**config.mk**
```make
export PLATFORM = sky130hd
export DESIGN_NAME = btb_update_scheduler
export DESIGN_NICKNAME = d
export VERILOG_FILES = /design/src/rtl/btb_update_scheduler.sv
export SDC_FILE = /design/constraint.sdc
export NUM_CORES = 1
export LEC_CHECK = 0
export ABC_AREA = 0
export CAP_MARGIN = 20
export CORE_UTILIZATION = 50
export CTS_BUF_LIST = sky130_fd_sc_hd__clkbuf_8
export DETAILED_ROUTE_END_ITERATION = 12
export GPL_TIMING_DRIVEN = 1
export PLACE_DENSITY = 0.78
export RECOVER_POWER = 50
export SLEW_MARGIN = 15
export SYNTH_ARGS = -nofsm -noshare
export SYNTH_HDL_FRONTEND = slang
export SYNTH_SLANG_ARGS = --single-unit
```
**constraint.sdc**
```tcl
create_clock -name clk_i -period 7.3 [get_ports clk_i]
set_input_delay 1.46 -clock clk_i [delete_from_list [all_inputs] [get_ports clk_i]]
set_output_delay 1.46 -clock clk_i [all_outputs]
set_load 0.1 [all_outputs]
```
**src/rtl/btb_update_scheduler.sv**
```systemverilog
// btb_update_scheduler
// Buffers resolved branch outcomes from EXEC in a small FIFO and replays them
// to the BTB write port one per free cycle. It also walks every BTB line to
// carry out a full-table invalidate (fence.i / context switch), and pulses
// inv_done_o when the walk completes.
//
// Optional feature macro: BTB_SCHED_MERGE_EN
//   When defined, a push whose current address matches a queued entry updates
//   that entry's next address in place instead of allocating a new slot. The
//   head entry is excluded only when it is leaving the queue in the same cycle.
//   When undefined, every accepted push allocates and no compare logic exists.

module btb_update_scheduler #(
    parameter int NUM_BTBL    = 16,
    parameter int XLEN        = 64,
    parameter int QUEUE_DEPTH = 4
) (
    input  logic                           clk_i,
    input  logic                           rst_ni,
    input  logic                           upd_valid_i,
    output logic                           upd_ready_o,
    input  logic [XLEN-1:0]                upd_current_addr_i,
    input  logic [XLEN-1:0]                upd_next_addr_i,
    input  logic                           inv_req_i,
    input  logic                           stall_i,
    output logic                           btb_valid_o,
    output logic [XLEN-1:0]                btb_current_addr_o,
    output logic [XLEN-1:0]                btb_next_addr_o,
    output logic                           btb_inv_o,
    output logic [$clog2(NUM_BTBL)-1:0]    btb_inv_index_o,
    output logic                           inv_busy_o,
    output logic                           inv_done_o,
    output logic [$clog2(QUEUE_DEPTH):0]   count_o
);

    localparam int IDX_W = $clog2(NUM_BTBL);
    localparam int PTR_W = $clog2(QUEUE_DEPTH);
    localparam int CNT_W = PTR_W + 1;

    localparam logic [CNT_W-1:0] DEPTH_CNT = CNT_W'(QUEUE_DEPTH);
    localparam logic [IDX_W-1:0] LAST_IDX  = IDX_W'(NUM_BTBL - 1);

    typedef enum logic [1:0] {
        IDLE  = 2'd0,
        SWEEP = 2'd1,
        DONE  = 2'd2
    } state_t;

    state_t           state;
    logic [IDX_W-1:0] sweep_idx;
    logic [PTR_W-1:0] head;
    logic [PTR_W-1:0] tail;
    logic [CNT_W-1:0] count;

    logic [XLEN-1:0] cur_mem [QUEUE_DEPTH];
    logic [XLEN-1:0] nxt_mem [QUEUE_DEPTH];

    logic in_idle;
    logic in_sweep;
    logic full;
    logic drain;
    logic accept;
    logic alloc;
    logic merge_hit;

    assign in_idle  = rst_ni & (state == IDLE);
    assign in_sweep = rst_ni & (state == SWEEP);
    assign full     = (count == DEPTH_CNT);
    assign drain    = in_idle & ~inv_req_i & ~stall_i & (count != '0);

`ifdef BTB_SCHED_MERGE_EN
    logic [PTR_W-1:0] merge_idx;

    // Find the youngest queued entry with the same current address; the head is skipped while it is being popped
    always_comb begin
        merge_hit = 1'b0;
        merge_idx = head;
        for (int i = 0; i < QUEUE_DEPTH; i++) begin
            if ((CNT_W'(i) < count) && !((i == 0) && drain) &&
                (cur_mem[head + PTR_W'(i)] == upd_current_addr_i)) begin
                merge_hit = 1'b1;
                merge_idx = head + PTR_W'(i);
            end
        end
    end
`else
    assign merge_hit = 1'b0;
`endif

    assign upd_ready_o = in_idle & ~inv_req_i & (~full | merge_hit);
    assign accept      = upd_valid_i & upd_ready_o;
    assign alloc       = accept & ~merge_hit;

    // Queue storage: allocate at the tail, or rewrite a matching entry's target when merging
    always_ff @(posedge clk_i) begin
        if (alloc) begin
            cur_mem[tail] <= upd_current_addr_i;
            nxt_mem[tail] <= upd_next_addr_i;
        end
`ifdef BTB_SCHED_MERGE_EN
        else if (accept) begin
            nxt_mem[merge_idx] <= upd_next_addr_i;
        end
`endif
    end

    // Control FSM with queue pointers, occupancy and sweep index
    always_ff @(posedge clk_i) begin
        if (!rst_ni) begin
            state     <= IDLE;
            sweep_idx <= '0;
            head      <= '0;
            tail      <= '0;
            count     <= '0;
        end else begin
            case (state)
                IDLE: begin
                    if (inv_req_i) begin
                        state     <= SWEEP;
                        sweep_idx <= '0;
                        head      <= '0;
                        tail      <= '0;
                        count     <= '0;
                    end else begin
                        if (alloc) begin
                            tail <= tail + PTR_W'(1);
                        end
                        if (drain) begin
                            head <= head + PTR_W'(1);
                        end
                        if (alloc && !drain) begin
                            count <= count + CNT_W'(1);
                        end else if (!alloc && drain) begin
                            count <= count - CNT_W'(1);
                        end
                    end
                end
                SWEEP: begin
                    if (!stall_i) begin
                        if (sweep_idx == LAST_IDX) begin
                            state     <= DONE;
                            sweep_idx <= '0;
                        end else begin
                            sweep_idx <= sweep_idx + IDX_W'(1);
                        end
                    end
                end
                DONE: begin
                    state <= IDLE;
                end
                default: begin
                    state <= IDLE;
                end
            endcase
        end
    end

    assign btb_valid_o        = drain;
    assign btb_current_addr_o = drain ? cur_mem[head] : '0;
    assign btb_next_addr_o    = drain ? nxt_mem[head] : '0;
    assign btb_inv_o          = in_sweep & ~stall_i;
    assign btb_inv_index_o    = in_sweep ? sweep_idx : '0;
    assign inv_busy_o         = in_sweep | (in_idle & inv_req_i);
    assign inv_done_o         = rst_ni & (state == DONE);
    assign count_o            = rst_ni ? count : '0;

endmodule

```
==> implementation parameters <==
Parameter                              Value

Clock tree
  Max H-tree Level ... 3
  Worst skew pair latency ... 0.62 ns
  # resized after CTS ... 0
  Count of hold buffers inserted by post-cts repair ... 0
  Clk sinks ... around 530
  Clock edge transition at the registers on the reported setup and hold paths ... roughly 0.060 ns
  Cell at the root of the clock tree ... sky130_fd_sc_hd__clkbuf_8
  Number of buffers on the longest clock path ... 3
  Clock buffers created by TritonCTS ... 84
  CTS tree ... done
  Post-CTS setup repair buffer count ... 0

Timing
  Max Clock Skew ... around 0.018 ns
  Ratio of final minimum period to clock period ... 0.868
  Post-Route Hold Slack ... slightly above 0.5 ns
  Setup TNS ... 0 ns
  Unrepaired setup endpoints after global routing ... no
  Final number of hold-violating endpoints ... 0
  Setup violation total in the final timing report ... 0
  Final critical delay including setup and external delays ... roughly 6.3 ns
  Tightest Pin Transition ... approximately 2.8 ns
  Maximum clock frequency ... 158 MHz
  Remaining max-slew budget at the tightest pin ... -0.883
  Final Max Slew Viols ... 70

Floorplan
  Total die area ... between 0.04 and 0.05 mm2
  Height of the die ... 204 um
  Core box area ... 0.0399 mm2
  Count of boundary I/O pins ... ~270
  Num rows ... 73
  Die Span X ... around 200 um
  Initial Utilization ... 0.509

Global routing
  Total routing resource utilization after global routing ... 0.206
  Maximum number of pins on one net before global-route repair ... 96
  Aggregate global routing overflow ... 0
  Global-route wire length before repair ... ~64000 um
  Number of antenna violations at the first check in global routing ... 10
  Vias in the first global route ... ~11000

Detailed routing
  Total via count in the routed design ... 10300
  Detailed Route WL ... approximately 42000 um
  Post-route DRC ... 0
  Pre-antenna DRT Iters ... 5
  Via count normalized by instance count ... ~5.6
  Antenna Nets Post-Route ... 0
  Drt wl/cell ... 22.5 um
  Number of design-rule violations left by the first detailed-router iteration ... between 500 and 600

Synthesis
  Async S/R FF share, synth ... 0
  Portion of netlist area occupied by mux cells ... 0.142
  Number of synthesized flops with an enable pin ... roughly 500
  Synthesized-area fraction occupied by and/or/nand/nor cells ... 0.0542
  Post-Synthesis Mean Instance Area ... around 22 um2
  Synthesis-stage register bit count ... between 500 and 600
  Fraction of the yosys area taken by sequential cells ... 0.772
  Cell count after synthesis ... about 940
  Area of the mapped netlist ... around 0.020 mm2
  Synthesized-area fraction occupied by xor and xnor cells ... 0
  Top flip-flop cell by instance count after synthesis ... sky130_fd_sc_hd__edfxtp_1
  Share of synthesized cell area in full adder, half adder and majority cells ... 0.00407
  Main combinational cell family by area after synthesis ... multiplexers
  Number of distinct library cells after synthesis ... between 40 and 50
  Area fraction in compound gates after synthesis ... 0.0126
  Number of warnings issued by yosys ... 0
  Syn nets ... between 1000 and 1500

Critical path
  Capture instance of the worst register-to-register path ... nxt_mem[3][40]
  Count of cells along the worst register-to-register path ... 6
  Stages on worst setup path ... 7
  Crit end category ... flip-flop
  Startpoint of the worst-slack reg-to-reg timing path ... state[0]
  CP startpoint kind ... input port
  Number of buffer and inverter stages on the critical path ... 3
  Data required time of the worst path ... 7.54 ns
  Worst setup startpoint ... rst_ni
  Most frequent CP cell ... sky130_fd_sc_hd__buf_12
  Capturing instance or port of the critical path ... nxt_mem[3][40]
  Gate family responsible for the most delay along the worst path ... simple AND/OR/NAND/NOR gates
  Slowest cell on the critical path ... sky130_fd_sc_hd__and2_0
  Peak fanout along the critical path ... 95
  Worst reg2reg setup slack ... between 2 and 2.5 ns
  Max incr delay on CP ... approximately 2.1 ns
  Type of the worst setup path ... input port to flip-flop
  CP arrival ... 6.58 ns
  Cell Chain, Critical Path ... dlygate4sd3_1, nor4b_1, buf_12, nand2_1, a21oi_2, and2_0, buf_12

Placement
  Detailed Place HPWL ... 24100 um
  GPL Wtd Cong ... 0.781
  Number of buffers added on ports ... 272
  Placed Instance Area ... about 0.024 mm2

Status
  Failing checks ... max-capacitance violations, max-slew violations
  Status ... finished, violations left

Layout
  Number of nets in the layout ... 1392
  Final Cell Area ... between 0.02 and 0.03 mm2
  Commonest non-fill, non-tap cell in the layout ... sky130_fd_sc_hd__edfxtp_1
  Most frequent cells in the layout ... sky130_fd_sc_hd__edfxtp_1 (512), sky130_fd_sc_hd__and3_1 (134), sky130_fd_sc_hd__dlygate4sd3_1 (131)
  Share of final-layout standard cells stronger than drive strength 1 ... 0.211
  Layout area overhead ... 23.7%

Worst hold path
  Min-Delay Path Class ... flip-flop to flip-flop

Pwr
  VDD IR max ... approximately 240 uV
  Leak ... around 8.4 nW
  Power Density ... 240 mW/mm2
  Sum of internal, switching and leakage power ... 6.04 mW

Run
  Max-cap violations ... 2
## through the flow
step,std cells,setup slack (ns),utilization
finish,1851,0.961,0.629
global route,1843,0.585,0.629
CTS,1840,1.35,0.629
detailed placement,1692,1.36,0.591
global placement,1692,1.39,0.591
floorplan,942,1.73,-
## layer usage
layer / global-route usage / vias up / routed length, um
met2: 0.337 / 363 / 20900
met1: 0.271 / 5301 / 17100
met5: 0 / - / 39
li1: - / 4592 / -
met3: 0.0475 / 77 / 2740
met4: 0.0806 / 6 / 881
## worst register-to-register path, delay by kind of cell (launching register included)
family	cells	cell delay (ns)
and+or+nand+nor	3	2.95
AOI/OAI and AO/OA	1	0.28
DFF	1	0.46
buffers and inverters	2	0.92
## power by group
group	leakage [nW]	switching [mW]	internal (mW)	total, mW
Sequential	4.74	0.0207	3.35	3.37
Clock	0.866	1.09	1.19	2.28
Combinational	2.84	0.238	0.152	0.390
## logic make-up (layout without fill, tap and decap cells)
kind of cell | Yosys count | count (layout)
AND/OR/NAND/NOR | 180 | 180
buffers and inverters | 69 | 442
multiplexers | 129 | 129
flip-flops | 527 | 527
other | 0 | 11
adder cells (fa/ha/maj) | 6 | 6
AO/OA/AOI/OAI | 31 | 31
## layout make-up
type | instances | area [um2]
flip-flops and latches | 527 | 15700
fillers | 2727 | 14800
multi-input cells | 346 | 4310
repair buffers | 287 | 2890
clock buffers | 88 | 1210
well taps | 525 | 657
clock inverters | 60 | 312
diodes | 11 | 27.5
inverters | 7 | 26.3
## synth_stat cells (2+ instances only)
cell | number | area, um2
sky130_fd_sc_hd__and3_1 | 134 | 838
sky130_fd_sc_hd__o21ai_0 | 4 | 20.0
sky130_fd_sc_hd__nor2b_1 | 2 | 12.5
sky130_fd_sc_hd__a21oi_2 | 2 | 17.5
sky130_fd_sc_hd__nand2_1 | 12 | 45.0
sky130_fd_sc_hd__nor3b_1 | 2 | 15.0
sky130_fd_sc_hd__nand4b_1 | 2 | 17.5
sky130_fd_sc_hd__edfxtp_1 | 512 | 15400
sky130_fd_sc_hd__buf_4 | 2 | 15.0
sky130_fd_sc_hd__ha_1 | 5 | 62.6
sky130_fd_sc_hd__a21boi_0 | 4 | 30.0
sky130_fd_sc_hd__nand3_1 | 4 | 20.0
sky130_fd_sc_hd__inv_1 | 7 | 26.3
sky130_fd_sc_hd__nor2_1 | 8 | 30.0
sky130_fd_sc_hd__mux4_2 | 128 | 2880
sky130_fd_sc_hd__a21oi_1 | 4 | 20.0
sky130_fd_sc_hd__buf_2 | 21 | 105
sky130_fd_sc_hd__clkbuf_1 | 38 | 143
sky130_fd_sc_hd__and2_1 | 8 | 50.1
sky130_fd_sc_hd__dfxtp_1 | 15 | 300
## registers in the layout, summed over array words and instances, names as in the netlist, named ones only
name	flops
count	3
state	2
cur_mem	256
head	2
sweep_idx	4
tail	2
nxt_mem	256
## worst min path at each step
stage	slack [ns]	from	endpoint	cells past startpoint
6_report	0.51	sweep_idx[1]	sweep_idx[1]	2
5_1_grt	0.54	sweep_idx[0]	sweep_idx[0]	2
4_1_cts	0.51	sweep_idx[3]	sweep_idx[3]	2
3_5_place_dp	0.50	sweep_idx[3]	sweep_idx[3]	2
3_3_place_gp	0.48	sweep_idx[3]	sweep_idx[3]	2
2_1_floorplan	0.46	sweep_idx[3]	sweep_idx[3]	2
Note: power is estimated with default switching activity, not from simulation.
